### src/rtl/axil_reg_slave.sv
// axil_reg_slave: AXI4-Lite responder exposing NUM_REGS word registers.
// Write path (AW/W/B) and read path (AR/R) are independent, each with a single
// outstanding transaction. Register contents are exported flat on reg_out.
// Optional feature: define AXIL_REG_SLAVE_SLVERR_EN to answer out-of-range
// accesses with SLVERR instead of OKAY (the access is dropped either way).
module axil_reg_slave #(
    parameter int DATA_WIDTH = 32,
    parameter int ADDR_WIDTH = 8,
    parameter int RESP_WIDTH = 2,
    parameter int NUM_REGS   = 4,
    parameter int BASE_ADDR  = 0
) (
    input  logic                           s0_axi_aclk,
    input  logic                           s0_axi_areset,
    input  logic [ADDR_WIDTH-1:0]          s0_axi_awaddr,
    input  logic                           s0_axi_awvalid,
    output logic                           s0_axi_awready,
    input  logic [DATA_WIDTH-1:0]          s0_axi_wdata,
    input  logic [DATA_WIDTH/8-1:0]        s0_axi_wstrb,
    input  logic                           s0_axi_wvalid,
    output logic                           s0_axi_wready,
    output logic [RESP_WIDTH-1:0]          s0_axi_bresp,
    output logic                           s0_axi_bvalid,
    input  logic                           s0_axi_bready,
    input  logic [ADDR_WIDTH-1:0]          s0_axi_araddr,
    input  logic                           s0_axi_arvalid,
    output logic                           s0_axi_arready,
    output logic [DATA_WIDTH-1:0]          s0_axi_rdata,
    output logic [RESP_WIDTH-1:0]          s0_axi_rresp,
    output logic                           s0_axi_rvalid,
    input  logic                           s0_axi_rready,
    output logic [NUM_REGS*DATA_WIDTH-1:0] reg_out
);

    localparam int STRB_WIDTH = DATA_WIDTH / 8;
    localparam int IDX_WIDTH  = (NUM_REGS > 1) ? $clog2(NUM_REGS) : 1;

    // Decode arithmetic is one bit wider than the address so that an address
    // below BASE_ADDR shows up as a set top bit instead of wrapping around.
    localparam logic [ADDR_WIDTH:0] BASE_EXT  = (ADDR_WIDTH+1)'(BASE_ADDR);
    localparam logic [ADDR_WIDTH:0] NUM_LIMIT = (ADDR_WIDTH+1)'(NUM_REGS);

    localparam logic [RESP_WIDTH-1:0] RESP_OKAY = '0;
`ifdef AXIL_REG_SLAVE_SLVERR_EN
    localparam logic [RESP_WIDTH-1:0] RESP_OOR  = RESP_WIDTH'(2);
`else
    localparam logic [RESP_WIDTH-1:0] RESP_OOR  = '0;
`endif

    typedef enum logic [1:0] {
        W_IDLE,
        W_HAVE_AW,
        W_HAVE_W,
        W_RESP
    } w_state_t;

    typedef enum logic {
        R_IDLE,
        R_RESP
    } r_state_t;

    w_state_t                w_state;
    r_state_t                r_state;
    logic [DATA_WIDTH-1:0]   regs [NUM_REGS];

    logic [ADDR_WIDTH-1:0]   aw_addr_q;
    logic [DATA_WIDTH-1:0]   wdata_q;
    logic [STRB_WIDTH-1:0]   wstrb_q;

    logic                    aw_hs;
    logic                    w_hs;
    logic                    ar_hs;
    logic                    commit_en;
    logic                    commit_hit;
    logic [ADDR_WIDTH-1:0]   commit_addr;
    logic [DATA_WIDTH-1:0]   commit_data;
    logic [STRB_WIDTH-1:0]   commit_strb;

    // Byte address -> "register exists here"; addr[1:0] drop out in the shift.
    function automatic logic addr_in_range(input logic [ADDR_WIDTH-1:0] addr);
        logic [ADDR_WIDTH:0] off;
        off = {1'b0, addr} - BASE_EXT;
        return !off[ADDR_WIDTH] && ((off >> 2) < NUM_LIMIT);
    endfunction

    // Byte address -> register index; only meaningful when addr_in_range().
    function automatic logic [IDX_WIDTH-1:0] addr_index(input logic [ADDR_WIDTH-1:0] addr);
        logic [ADDR_WIDTH:0] off;
        off = {1'b0, addr} - BASE_EXT;
        return IDX_WIDTH'(off >> 2);
    endfunction

    assign aw_hs = s0_axi_awvalid && s0_axi_awready;
    assign w_hs  = s0_axi_wvalid  && s0_axi_wready;
    assign ar_hs = s0_axi_arvalid && s0_axi_arready;

    // Select where the committing address/data/strobe come from in each write state.
    always_comb begin
        // NOTE: every signal gets a default before the case so no path leaves it unassigned (no latch).
        commit_en   = 1'b0;
        commit_addr = s0_axi_awaddr;
        commit_data = s0_axi_wdata;
        commit_strb = s0_axi_wstrb;
        case (w_state)
            W_IDLE: begin
                commit_en = aw_hs && w_hs;
            end
            W_HAVE_AW: begin
                commit_en   = w_hs;
                commit_addr = aw_addr_q;
            end
            W_HAVE_W: begin
                commit_en   = aw_hs;
                commit_data = wdata_q;
                commit_strb = wstrb_q;
            end
            default: begin
                commit_en = 1'b0;
            end
        endcase
    end

    assign commit_hit = commit_en && addr_in_range(commit_addr);

    // Write channel FSM: collects AW and W in either order, then holds B until bready.
    always_ff @(posedge s0_axi_aclk) begin
        // NOTE: sequential state uses non-blocking assignments so every flop samples pre-edge values.
        if (s0_axi_areset) begin
            w_state        <= W_IDLE;
            s0_axi_awready <= 1'b0;
            s0_axi_wready  <= 1'b0;
            s0_axi_bvalid  <= 1'b0;
            s0_axi_bresp   <= RESP_OKAY;
            aw_addr_q      <= '0;
            wdata_q        <= '0;
            wstrb_q        <= '0;
        end else begin
            case (w_state)
                W_IDLE: begin
                    s0_axi_awready <= 1'b1;
                    s0_axi_wready  <= 1'b1;
                    if (aw_hs && w_hs) begin
                        s0_axi_awready <= 1'b0;
                        s0_axi_wready  <= 1'b0;
                        s0_axi_bvalid  <= 1'b1;
                        s0_axi_bresp   <= commit_hit ? RESP_OKAY : RESP_OOR;
                        w_state        <= W_RESP;
                    end else if (aw_hs) begin
                        aw_addr_q      <= s0_axi_awaddr;
                        s0_axi_awready <= 1'b0;
                        w_state        <= W_HAVE_AW;
                    end else if (w_hs) begin
                        wdata_q        <= s0_axi_wdata;
                        wstrb_q        <= s0_axi_wstrb;
                        s0_axi_wready  <= 1'b0;
                        w_state        <= W_HAVE_W;
                    end
                end
                W_HAVE_AW: begin
                    if (w_hs) begin
                        s0_axi_wready <= 1'b0;
                        s0_axi_bvalid <= 1'b1;
                        s0_axi_bresp  <= commit_hit ? RESP_OKAY : RESP_OOR;
                        w_state       <= W_RESP;
                    end
                end
                W_HAVE_W: begin
                    if (aw_hs) begin
                        s0_axi_awready <= 1'b0;
                        s0_axi_bvalid  <= 1'b1;
                        s0_axi_bresp   <= commit_hit ? RESP_OKAY : RESP_OOR;
                        w_state        <= W_RESP;
                    end
                end
                W_RESP: begin
                    if (s0_axi_bready) begin
                        s0_axi_bvalid  <= 1'b0;
                        s0_axi_awready <= 1'b1;
                        s0_axi_wready  <= 1'b1;
                        w_state        <= W_IDLE;
                    end
                end
                default: begin
                    w_state <= W_IDLE;
                end
            endcase
        end
    end

    // Register bank: byte-strobed update on commit to an in-range address.
    always_ff @(posedge s0_axi_aclk) begin
        // NOTE: the bank is a handful of flops with a defined reset value, so it is cleared; a real RAM would not be.
        if (s0_axi_areset) begin
            for (int i = 0; i < NUM_REGS; i++) begin
                regs[i] <= '0;
            end
        end else if (commit_hit) begin
            for (int b = 0; b < STRB_WIDTH; b++) begin
                if (commit_strb[b]) begin
                    regs[addr_index(commit_addr)][8*b +: 8] <= commit_data[8*b +: 8];
                end
            end
        end
    end

    // Read channel FSM: capture the addressed register on AR, hold R until rready.
    always_ff @(posedge s0_axi_aclk) begin
        if (s0_axi_areset) begin
            r_state        <= R_IDLE;
            s0_axi_arready <= 1'b0;
            s0_axi_rvalid  <= 1'b0;
            s0_axi_rresp   <= RESP_OKAY;
            s0_axi_rdata   <= '0;
        end else begin
            case (r_state)
                R_IDLE: begin
                    s0_axi_arready <= 1'b1;
                    if (ar_hs) begin
                        // A write committing at this same edge is not yet visible here.
                        if (addr_in_range(s0_axi_araddr)) begin
                            s0_axi_rdata <= regs[addr_index(s0_axi_araddr)];
                            s0_axi_rresp <= RESP_OKAY;
                        end else begin
                            s0_axi_rdata <= '0;
                            s0_axi_rresp <= RESP_OOR;
                        end
                        s0_axi_arready <= 1'b0;
                        s0_axi_rvalid  <= 1'b1;
                        r_state        <= R_RESP;
                    end
                end
                R_RESP: begin
                    if (s0_axi_rready) begin
                        s0_axi_rvalid  <= 1'b0;
                        s0_axi_arready <= 1'b1;
                        r_state        <= R_IDLE;
                    end
                end
                default: begin
                    r_state <= R_IDLE;
                end
            endcase
        end
    end

    // Flat export of the register bank.
    for (genvar i = 0; i < NUM_REGS; i++) begin : g_reg_out
        assign reg_out[i*DATA_WIDTH +: DATA_WIDTH] = regs[i];
    end

endmodule

### config.mk
export PLATFORM = sky130hd
export DESIGN_NAME = axil_reg_slave
export DESIGN_NICKNAME = d
export VERILOG_FILES = /design/src/rtl/axil_reg_slave.sv
export SDC_FILE = /design/constraint.sdc
export NUM_CORES = 1
export LEC_CHECK = 0
export ABC_AREA = 1
export CAP_MARGIN = 30
export CORE_ASPECT_RATIO = 1.5
export CORE_MARGIN = 5
export CORE_UTILIZATION = 45
export CTS_CLUSTER_SIZE = 12
export DETAILED_ROUTE_END_ITERATION = 6
export PLACE_DENSITY = 0.74
export SLEW_MARGIN = 20
export SYNTH_ARGS = -nofsm -noshare
export SYNTH_HDL_FRONTEND = slang
export SYNTH_SLANG_ARGS = --single-unit
### constraint.sdc
create_clock -name s0_axi_aclk -period 3.6 [get_ports s0_axi_aclk]
set_clock_uncertainty 0.1 [all_clocks]
set_input_delay 0.72 -clock s0_axi_aclk [delete_from_list [all_inputs] [get_ports s0_axi_aclk]]
set_output_delay 0.72 -clock s0_axi_aclk [all_outputs]
set_load 0.03 [all_outputs]
==> results of run 1 <==
power by group through the flow:
stage | clock [mW] | sequential [mW] | combinational (mW)
detailed placement | 0 | 2.92 | 1.34
floorplan | 0 | 3.07 | 0.717
global route | 2.26 | 2.90 | 1.48
global placement | 0 | 2.92 | 1.31
finish | 2.12 | 2.88 | 1.35
CTS | 2.16 | 2.87 | 1.35
worst max-delay path: cells and delay by family (launching register included):
family          cells  cell delay [ns]
fa+ha+maj           1             0.32
flops               1             0.48
simple gates        3             0.57
compound gates      3             0.50
buf+inv             4             0.82
layout make-up:
type | instances | share of cell area
inverters | 64 | 0.0192
flip-flops and latches | 210 | 0.438
clock buffers | 38 | 0.0521
repair buffers | 247 | 0.191
clock inverters | 2 | 0.00110
well taps | 264 | 0.0264
multi-input cells | 720 | 0.273
worst max path at each step:
stage / start / end / slack (ns) / depth (start not counted)
2_1_floorplan: w_state[0] / regs[1][10] / 1.07 / 12
3_3_place_gp: s0_axi_awvalid / regs[3][30] / 0.21 / 10
3_5_place_dp: s0_axi_awvalid / regs[3][20] / 0.12 / 10
4_1_cts: w_state[0] / regs[3][19] / 0.22 / 11
5_1_grt: w_state[0] / regs[3][29] / 0.15 / 11
6_report: w_state[0] / regs[3][20] / 0.42 / 11
cell usage in the layout, fill, tap and decap left out, drive strengths merged:
cell type,n
or4,1
o21ai,87
a21oi,51
nand2,231
nor3,2
o32ai,32
inv,64
nand3,10
clkbuf,38
nand4,13
a31oi,2
dfxtp,82
buf,31
o211ai,2
clkdlybuf4s50,216
ha,8
clkinv,2
o2111a,1
conb,4
nor2,276
edfxtp,128
sequential cells by signal, summed over array words and instances, names as in the netlist:
| name | count |
|---|---|
| regs | 128 |
| s0_axi_rdata | 32 |
| s0_axi_wready | 1 |
| s0_axi_bvalid | 1 |
| w_state | 2 |
| r_state | 1 |
| s0_axi_arready | 1 |
| s0_axi_awready | 1 |
| aw_addr_q | 6 |
| wdata_q | 32 |
| s0_axi_rvalid | 1 |
| wstrb_q | 4 |
metrics by stage:
step	util	cell area, um^2	total power [mW]	setup slack, ns
detailed placement	0.578	11900	4.27	0.121
global placement	0.578	11900	4.23	0.213
finish	0.611	12500	6.35	0.416
CTS	0.611	12500	6.39	0.216
floorplan	-	9410	3.78	1.07
global route	0.611	12500	6.64	0.148
routing by layer:
| layer | track usage | wire length (um) |
|---|---|---|
| met1 | 0.250 | 10000 |
| met3 | 0.0240 | 1580 |
| met4 | 0.0891 | 1020 |
| met2 | 0.414 | 14600 |
| met5 | 0 | 0 |
logic make-up (layout without fill, tap and decap cells):
| family | count (synthesis) | in the layout | synth area share |
|---|---|---|---|
| flip-flops | 210 | 210 | 0.584 |
| adder cells (fa/ha/maj) | 8 | 8 | 0.0106 |
| buffers and inverters | 125 | 351 | 0.0556 |
| AND/OR/NAND/NOR | 533 | 533 | 0.240 |
| AO/OA/AOI/OAI | 175 | 175 | 0.110 |
| other | 1 | 4 | 0.000399 |
==> out/results.tsv, run 1 <==
metric	value	unit
outcome	finished clean	
ys_top_cells_by_area	edfxtp_1, dfxtp_1, nor2_1, nand2_1, o21ai_0	
initial_core_util	0.459	
fp.dieH	187	um
reg2regPathDepth	11	
grt_max_degree	65	
clk_latency	0.50	ns
drt-pass1-iter-count	5	
design.die.area	0.0239	mm^2
switching_share	0.302	
antenna_cells	0	
tritoncts	built	
min_period	3.18	ns
max_slew_margin	0.571	
grt_pass1_vias	7927	
holdPathStages	2	
rr_startpoint	w_state[0]	
post-dp-hpwl	20000	um
wl_per_cell	17.6	um
r2r-end	regs[3][20]	
vias_per_cell	5.24	
crit_chain	inv_1 -> ha_2 -> inv_2 -> o21ai_2 -> inv_2 -> nand2_2 -> o211ai_2 -> nand3_4 -> o21ai_2 -> nand2_1 -> inv_1	
ys.flop_type	edfxtp_1	
drive_gt1_frac	0.0788	
coreArea	0.0205	mm^2
end_kind	flop	
fin_cells	1545	
p_int	4.43	mW
place_congestion	0.859	
ys_types	36	
ant_nets	0	
ys_warn_count	0	
pin_count	228	
clock_path_buffers	3	
netlist.area_leader.share	0.409	
power_leakage	4.93	nW
worstMarginPinSlew	0.644	ns
synth.avg_cell_area	8.94	um^2
drt-total-wl	27200	um
core.rowCount	64	
numCtsBuffers	22	
yosysTopAreaCell	edfxtp_1	
crit_type	flop to flop	
seq_area	0.00549	mm^2
synthTopCellsByCount	nor2_1, nand2_1, edfxtp_1	
setup_viol	0	
ys_ff_latch	210	
p_per_area	507	mW/mm^2
hp-class	flop to flop	
holdBufCountCts	0	
clkPwrFrac	0.334	
vdd_drop_max	498	uV
synth_most_common_cell	nor2_1	
path_clk_slew	0.06	ns
ys_async_sr_fraction	0	
crit_path_top_delay_cell	dfxtp_1	
area_delta_synth_final	33.3	%
multi_input_area	0.00342	mm^2
grt_overflow	0	
seq_power_share	0.453	
htreeDepth	1	
syn-instance-count	1052	
crit_path_max_fanout	23	
hold_start	aw_addr_q[5]	
worstPathArrival	3.22	ns
setup.worst_path.start_class	flop	
reg2reg_setup_slack	0.42	ns
tns	0	ns
holdPathEnd	aw_addr_q[5]	
yosysSeqAreaShare	0.584	
synth_area	0.00940	mm^2
fin_crit_sh	0.884	
fill_cells	1771	
root_buffer	clkbuf_16	
vias	8096	
numPortBuffers	219	
fin_nets	1332	
cts.sinks	210	
holdWs	0.345	ns
post_cts_resized	0	
rsz0062_at_grt	no	
dp.cells	1505	
slew_violations	0	
pwr-share-comb	0.212	
grt_pass1_wl	42300	um
p_sw	1.91	mW
maxCapViolCount	0	
cp_slowest_stage_delay	0.48	ns
grt_usage	0.221	
drt_iter0_drc	510	
crit_required	3.64	ns
antenna_found_initial	0	
drt_drc_violations_left	0	
finalHoldViolations	0	
postCtsSetupBuffers	0	
die_w	128	um
fmax	0.314	GHz
synth_edf_count	128	
Note: power is estimated with default switching activity, not from simulation.
==> inputs of run 2 (changes only) <==
--- a/config.mk
+++ b/config.mk
@@ -10,9 +10,11 @@
 export CORE_ASPECT_RATIO = 1.5
 export CORE_MARGIN = 5
 export CORE_UTILIZATION = 45
+export CTS_CLUSTER_DIAMETER = 80
 export CTS_CLUSTER_SIZE = 12
 export DETAILED_ROUTE_END_ITERATION = 6
 export PLACE_DENSITY = 0.74
+export SKIP_LAST_GASP = 1
 export SLEW_MARGIN = 20
 export SYNTH_ARGS = -nofsm -noshare
 export SYNTH_HDL_FRONTEND = slang
==> constraint.sdc (replaced) <==
create_clock -name s0_axi_aclk -period 3.5 [get_ports s0_axi_aclk]
set_clock_uncertainty 0.1 [all_clocks]
set_input_delay 0.7 -clock s0_axi_aclk [delete_from_list [all_inputs] [get_ports s0_axi_aclk]]
set_output_delay 0.7 -clock s0_axi_aclk [all_outputs]
set_load 0.03 [all_outputs]
==> out/results.tsv, run 2 (synthesis gave the netlist of run 1 again) <==
metric	value	unit
grt_pass1_wl	42800	um
drt-total-wl	27200	um
drive_gt1_frac	0.0802	
core.rowCount	64	
fp.dieH	187	um
rr_startpoint	w_state[0]	
hp-class	flop to flop	
finalHoldViolations	0	
dp.cells	1511	
setup_ws	0.306	ns
drt_drc_violations_left	0	
p_per_area	507	mW/mm^2
final_util	0.610	
crit_path_top_delay_cell	dfxtp_1	
vias	8069	
p_sw	1.92	mW
slew_violations	0	
switching_share	0.303	
initial_core_util	0.459	
setup.worst_path.start_class	flop	
clock_path_buffers	3	
numCtsBuffers	21	
end_kind	flop	
rsz0062_at_grt	no	
numPortBuffers	219	
largest_reg_flops	128	
worstMarginPinSlew	0.656	ns
drt_iter0_drc	569	
path_buf_inv	4	
pin_count	228	
tns	0	ns
grt_pass1_vias	7780	
ant_nets	0	
root_buffer	clkbuf_16	
post-dp-hpwl	20000	um
antenna_found_initial	0	
postCtsSetupBuffers	0	
fill_cells	1782	
p_int	4.42	mW
fin_cells	1548	
hold_start	aw_addr_q[6]	
area_delta_synth_final	33.1	%
outcome	finished clean	
max_slew_margin	0.563	
tritoncts	built	
die_w	128	um
final_cell_mix	nor2_1, nand2_1, clkdlybuf4s50_1	
max_flop_register	regs	
critical_path.top_delay_family	buffers and inverters	
crit_start	w_state[0]	
worstPathArrival	3.22	ns
htreeDepth	1	
place_ws	0.0322	ns
grt_usage	0.224	
wl_per_cell	17.6	um
antenna_cells	0	
place_congestion	0.875	
cp_slowest_stage_delay	0.49	ns
layout_commonest_cell	nor2_1	
crit_chain	inv_1 -> ha_2 -> inv_2 -> o21ai_2 -> inv_2 -> nand2_2 -> nand4_2 -> nand3_4 -> o21ai_2 -> nand2_1 -> inv_1	
vdd_drop_max	475	uV
vias_per_cell	5.21	
path_clk_slew	0.06	ns
crit_required	3.53	ns
setup_viol	0	
power_leakage	4.92	nW
multi_input_area	0.00342	mm^2
coreArea	0.0205	mm^2
top_regs	regs: 128 flops, s0_axi_rdata: 32 flops, wdata_q: 32 flops	
min_period	3.19	ns
maxCapViolCount	0	
fin_nets	1337	
cts.sinks	210	
clkPwrFrac	0.316	
clk_latency	0.48	ns
fmax	0.313	GHz
design.die.area	0.0239	mm^2
crit_type	flop to flop	
pwr-share-comb	0.218	
seq_power_share	0.466	
seq_area	0.00549	mm^2
crit_path_max_fanout	23	
drt-pass1-iter-count	5	
fin_crit_sh	0.913	
grt_max_degree	65	
grt_overflow	0	
[run 2: power groups by stage]
stage                     combinational [mW]  sequential, mW  clock (mW)
after floorplan                        0.738            3.15           0
after global placement                  1.37            3.00           0
after detailed placement                1.39            3.01           0
after CTS                               1.39            2.96        2.04
after global routing                    1.54            2.98        2.15
final                                   1.38            2.96        2.00
[run 2: area by class of cell]
cell class	instances	area share
well taps	264	0.0264
repair buffers	253	0.195
clock buffers	36	0.0465
clock inverters	1	0.000700
multi-input cells	720	0.273
inverters	64	0.0192
flip-flops and latches	210	0.439
[run 2: worst paths after layout]
path | slack, ns | endpoint | depth (start not counted)
setup / recovery | 0.31 | regs[3][14] | 11
hold / removal | 0.34 | aw_addr_q[6] | 2
setup reg to reg | 0.31 | regs[3][14] | 11
hold reg to reg | 0.34 | aw_addr_q[6] | 2
[run 2: routing by layer]
metal / up-vias / track usage / routed length, um / share of wire
li1: 3924 / - / - / -
met1: 3759 / 0.265 / 10200 / 0.37
met3: 73 / 0.0251 / 1680 / 0.062
met2: 313 / 0.410 / 14300 / 0.53
met5: - / 0 / 0 / 0
met4: 0 / 0.0842 / 1080 / 0.040
[run 2: through the flow]
step | area [um^2] | total power, mW | hold slack, ns
finish | 12500 | 6.35 | 0.343
global route | 12500 | 6.66 | 0.361
detailed placement | 11900 | 4.39 | 0.335
CTS | 12500 | 6.39 | 0.345
floorplan | 9410 | 3.89 | 0.324
global placement | 11900 | 4.37 | 0.331
[run 2: repair_timing]
action	4_1_cts	5_1_grt
hold buffers	0	0
resized for setup	0	1
setup endpoints to repair	0	32
[run 2: worst reg2reg max path, delay by kind of cell, from the launching register on]
kind | cells | cell delay (ns)
AO/OA/AOI/OAI | 2 | 0.39
adder cells (fa/ha/maj) | 1 | 0.32
buffers and inverters | 4 | 0.83
flip-flops | 1 | 0.49
AND/OR/NAND/NOR | 4 | 0.72
==> inputs of run 3 (changes only) <==
--- a/config.mk
+++ b/config.mk
@@ -9,11 +9,10 @@
 export CAP_MARGIN = 30
 export CORE_ASPECT_RATIO = 1.5
 export CORE_MARGIN = 5
-export CORE_UTILIZATION = 45
-export CTS_CLUSTER_DIAMETER = 80
+export CORE_UTILIZATION = 50
 export CTS_CLUSTER_SIZE = 12
 export DETAILED_ROUTE_END_ITERATION = 6
-export PLACE_DENSITY = 0.74
+export PLACE_DENSITY = 0.81
 export SKIP_LAST_GASP = 1
 export SLEW_MARGIN = 20
 export SYNTH_ARGS = -nofsm -noshare
==> out/results.tsv, run 3 (synthesis gave the netlist of run 1 again) <==
metric	value	unit
outcome	finished clean	
top_regs	regs: 128 flops, s0_axi_rdata: 32 flops, wdata_q: 32 flops	
die_w	122	um
final_cell_mix	nor2_1, nand2_1, clkdlybuf4s50_1	
pwr-share-comb	0.217	
slew_violations	0	
vdd_drop_max	458	uV
seq_power_share	0.461	
max_flop_register	regs	
power_leakage	4.90	nW
grt_max_degree	65	
coreArea	0.0185	mm^2
pin_count	228	
numCtsBuffers	21	
drive_gt1_frac	0.0767	
hp-class	flop to flop	
drt-pass1-iter-count	5	
dpl_cell_area	0.0119	mm^2
ant_nets	0	
fp.dieH	178	um
grt.busiest_layer	met2	
design.die.area	0.0217	mm^2
clkPwrFrac	0.321	
clk_latency	0.50	ns
grt_usage	0.246	
post-dp-hpwl	19400	um
largest_reg_flops	128	
antenna_cells	0	
switching_share	0.304	
drt_drc_violations_left	0	
globalRouteMet2Util	0.466	
worstMarginPinSlew	1.02	ns
numPortBuffers	219	
layout_commonest_cell	nor2_1	
antenna_found_initial	0	
wl_per_cell	17.6	um
finalHoldViolations	0	
max_slew_margin	0.322	
tns	0	ns
crit_path_max_fanout	24	
grt_overflow	0	
grt_pass1_vias	7840	
vias	8056	
vias_per_cell	5.27	
holdBufCountCts	0	
htreeDepth	1	
core.rowCount	61	
drt_iter0_drc	586	
fill_cells	1467	
final_util	0.672	
place_ws	0.0542	ns
p_per_area	514	mW/mm^2
initial_core_util	0.507	
maxCapViolCount	0	
met1_usage	0.275	
rsz0062_at_grt	no	
fin_crit_sh	0.924	
end_kind	flop	
crit_required	3.53	ns
met3_usage	0.0303	
tritoncts	built	
fin_nets	1330	
stdcell_area	0.0125	mm^2
cts.sinks	210	
fmax	0.309	GHz
setup_viol	0	
min_period	3.23	ns
path_clk_slew	0.06	ns
place_congestion	0.836	
setup.worst_path.start_class	flop	
holdWs	0.347	ns
p_sw	1.95	mW
root_buffer	clkbuf_16	
crit_type	flop to flop	
drt-total-wl	26900	um
area_delta_synth_final	32.7	%
worstPathArrival	3.27	ns
p_int	4.46	mW
grt_pass1_wl	41700	um
clock_path_buffers	3	
setup_ws	0.265	ns
reg2reg_setup_slack	0.27	ns
run 3: changes by cell type in the layout (fill, tap and decap cells not counted):
cell      previous run  this run
clkinv_4             1         0
inv_2                8         7
buf_4               33        26
clkbuf_8             0         2
nor2_2              10         9
inv_6                0         1
nor2_4               0         1
clkbuf_1            15        14
inv_4                0         1
run 3: metal layers:
metal / routed length [um] / vias to the layer above / share of wire
met3: 1630 / 61 / 0.060
met4: 1130 / 0 / 0.042
met5: 0 / - / 0
li1: - / 3905 / -
met1: 9610 / 3802 / 0.36
met2: 14600 / 288 / 0.54
run 3: power by group through the flow:
stage / combinational (mW) / clock, mW / sequential (mW)
floorplan: 0.738 / 0 / 3.15
CTS: 1.40 / 2.09 / 2.95
finish: 1.39 / 2.06 / 2.96
detailed placement: 1.39 / 0 / 3.00
global placement: 1.37 / 0 / 3.00
global route: 1.54 / 2.20 / 2.98
run 3: area by class of cell:
type	count	area [um^2]	share of cell area
Clock buffer	37	606	0.0486
Clock inverter	1	8.76	0.000702
Timing Repair Buffer	246	2390	0.192
Inverter	64	243	0.0195
Sequential cell	210	5490	0.440
Multi-Input combinational cell	720	3420	0.274
Tap cell	252	315	0.0253
run 3: final timing paths:
check,start,end,cells past startpoint
max,w_state[0],regs[3][20],10
min,aw_addr_q[6],aw_addr_q[6],2
max reg2reg,w_state[0],regs[3][20],10
min reg2reg,aw_addr_q[6],aw_addr_q[6],2
run 3: critical path, stage by stage (launching register included):
cell      delay, ns
dfxtp_1        0.39
inv_1          0.16
ha_2           0.48
inv_4          0.21
nor2_1         0.13
nor2_1         0.08
o211ai_2       0.21
nand3_4        0.40
o21ai_2        0.28
nand2_1        0.08
inv_1          0.34
run 3: repair_timing:
action | CTS | global route
setup buffers | 0 | 0
resized for setup | 0 | 3
endpoints found under the setup margin | 0 | 48
run 3: through the flow:
stage               total power, mW  cells
finish                         6.41   1530
global route                   6.71   1530
CTS                            6.44   1530
detailed placement             4.39   1492
global placement               4.36   1492
floorplan                      3.89   1055
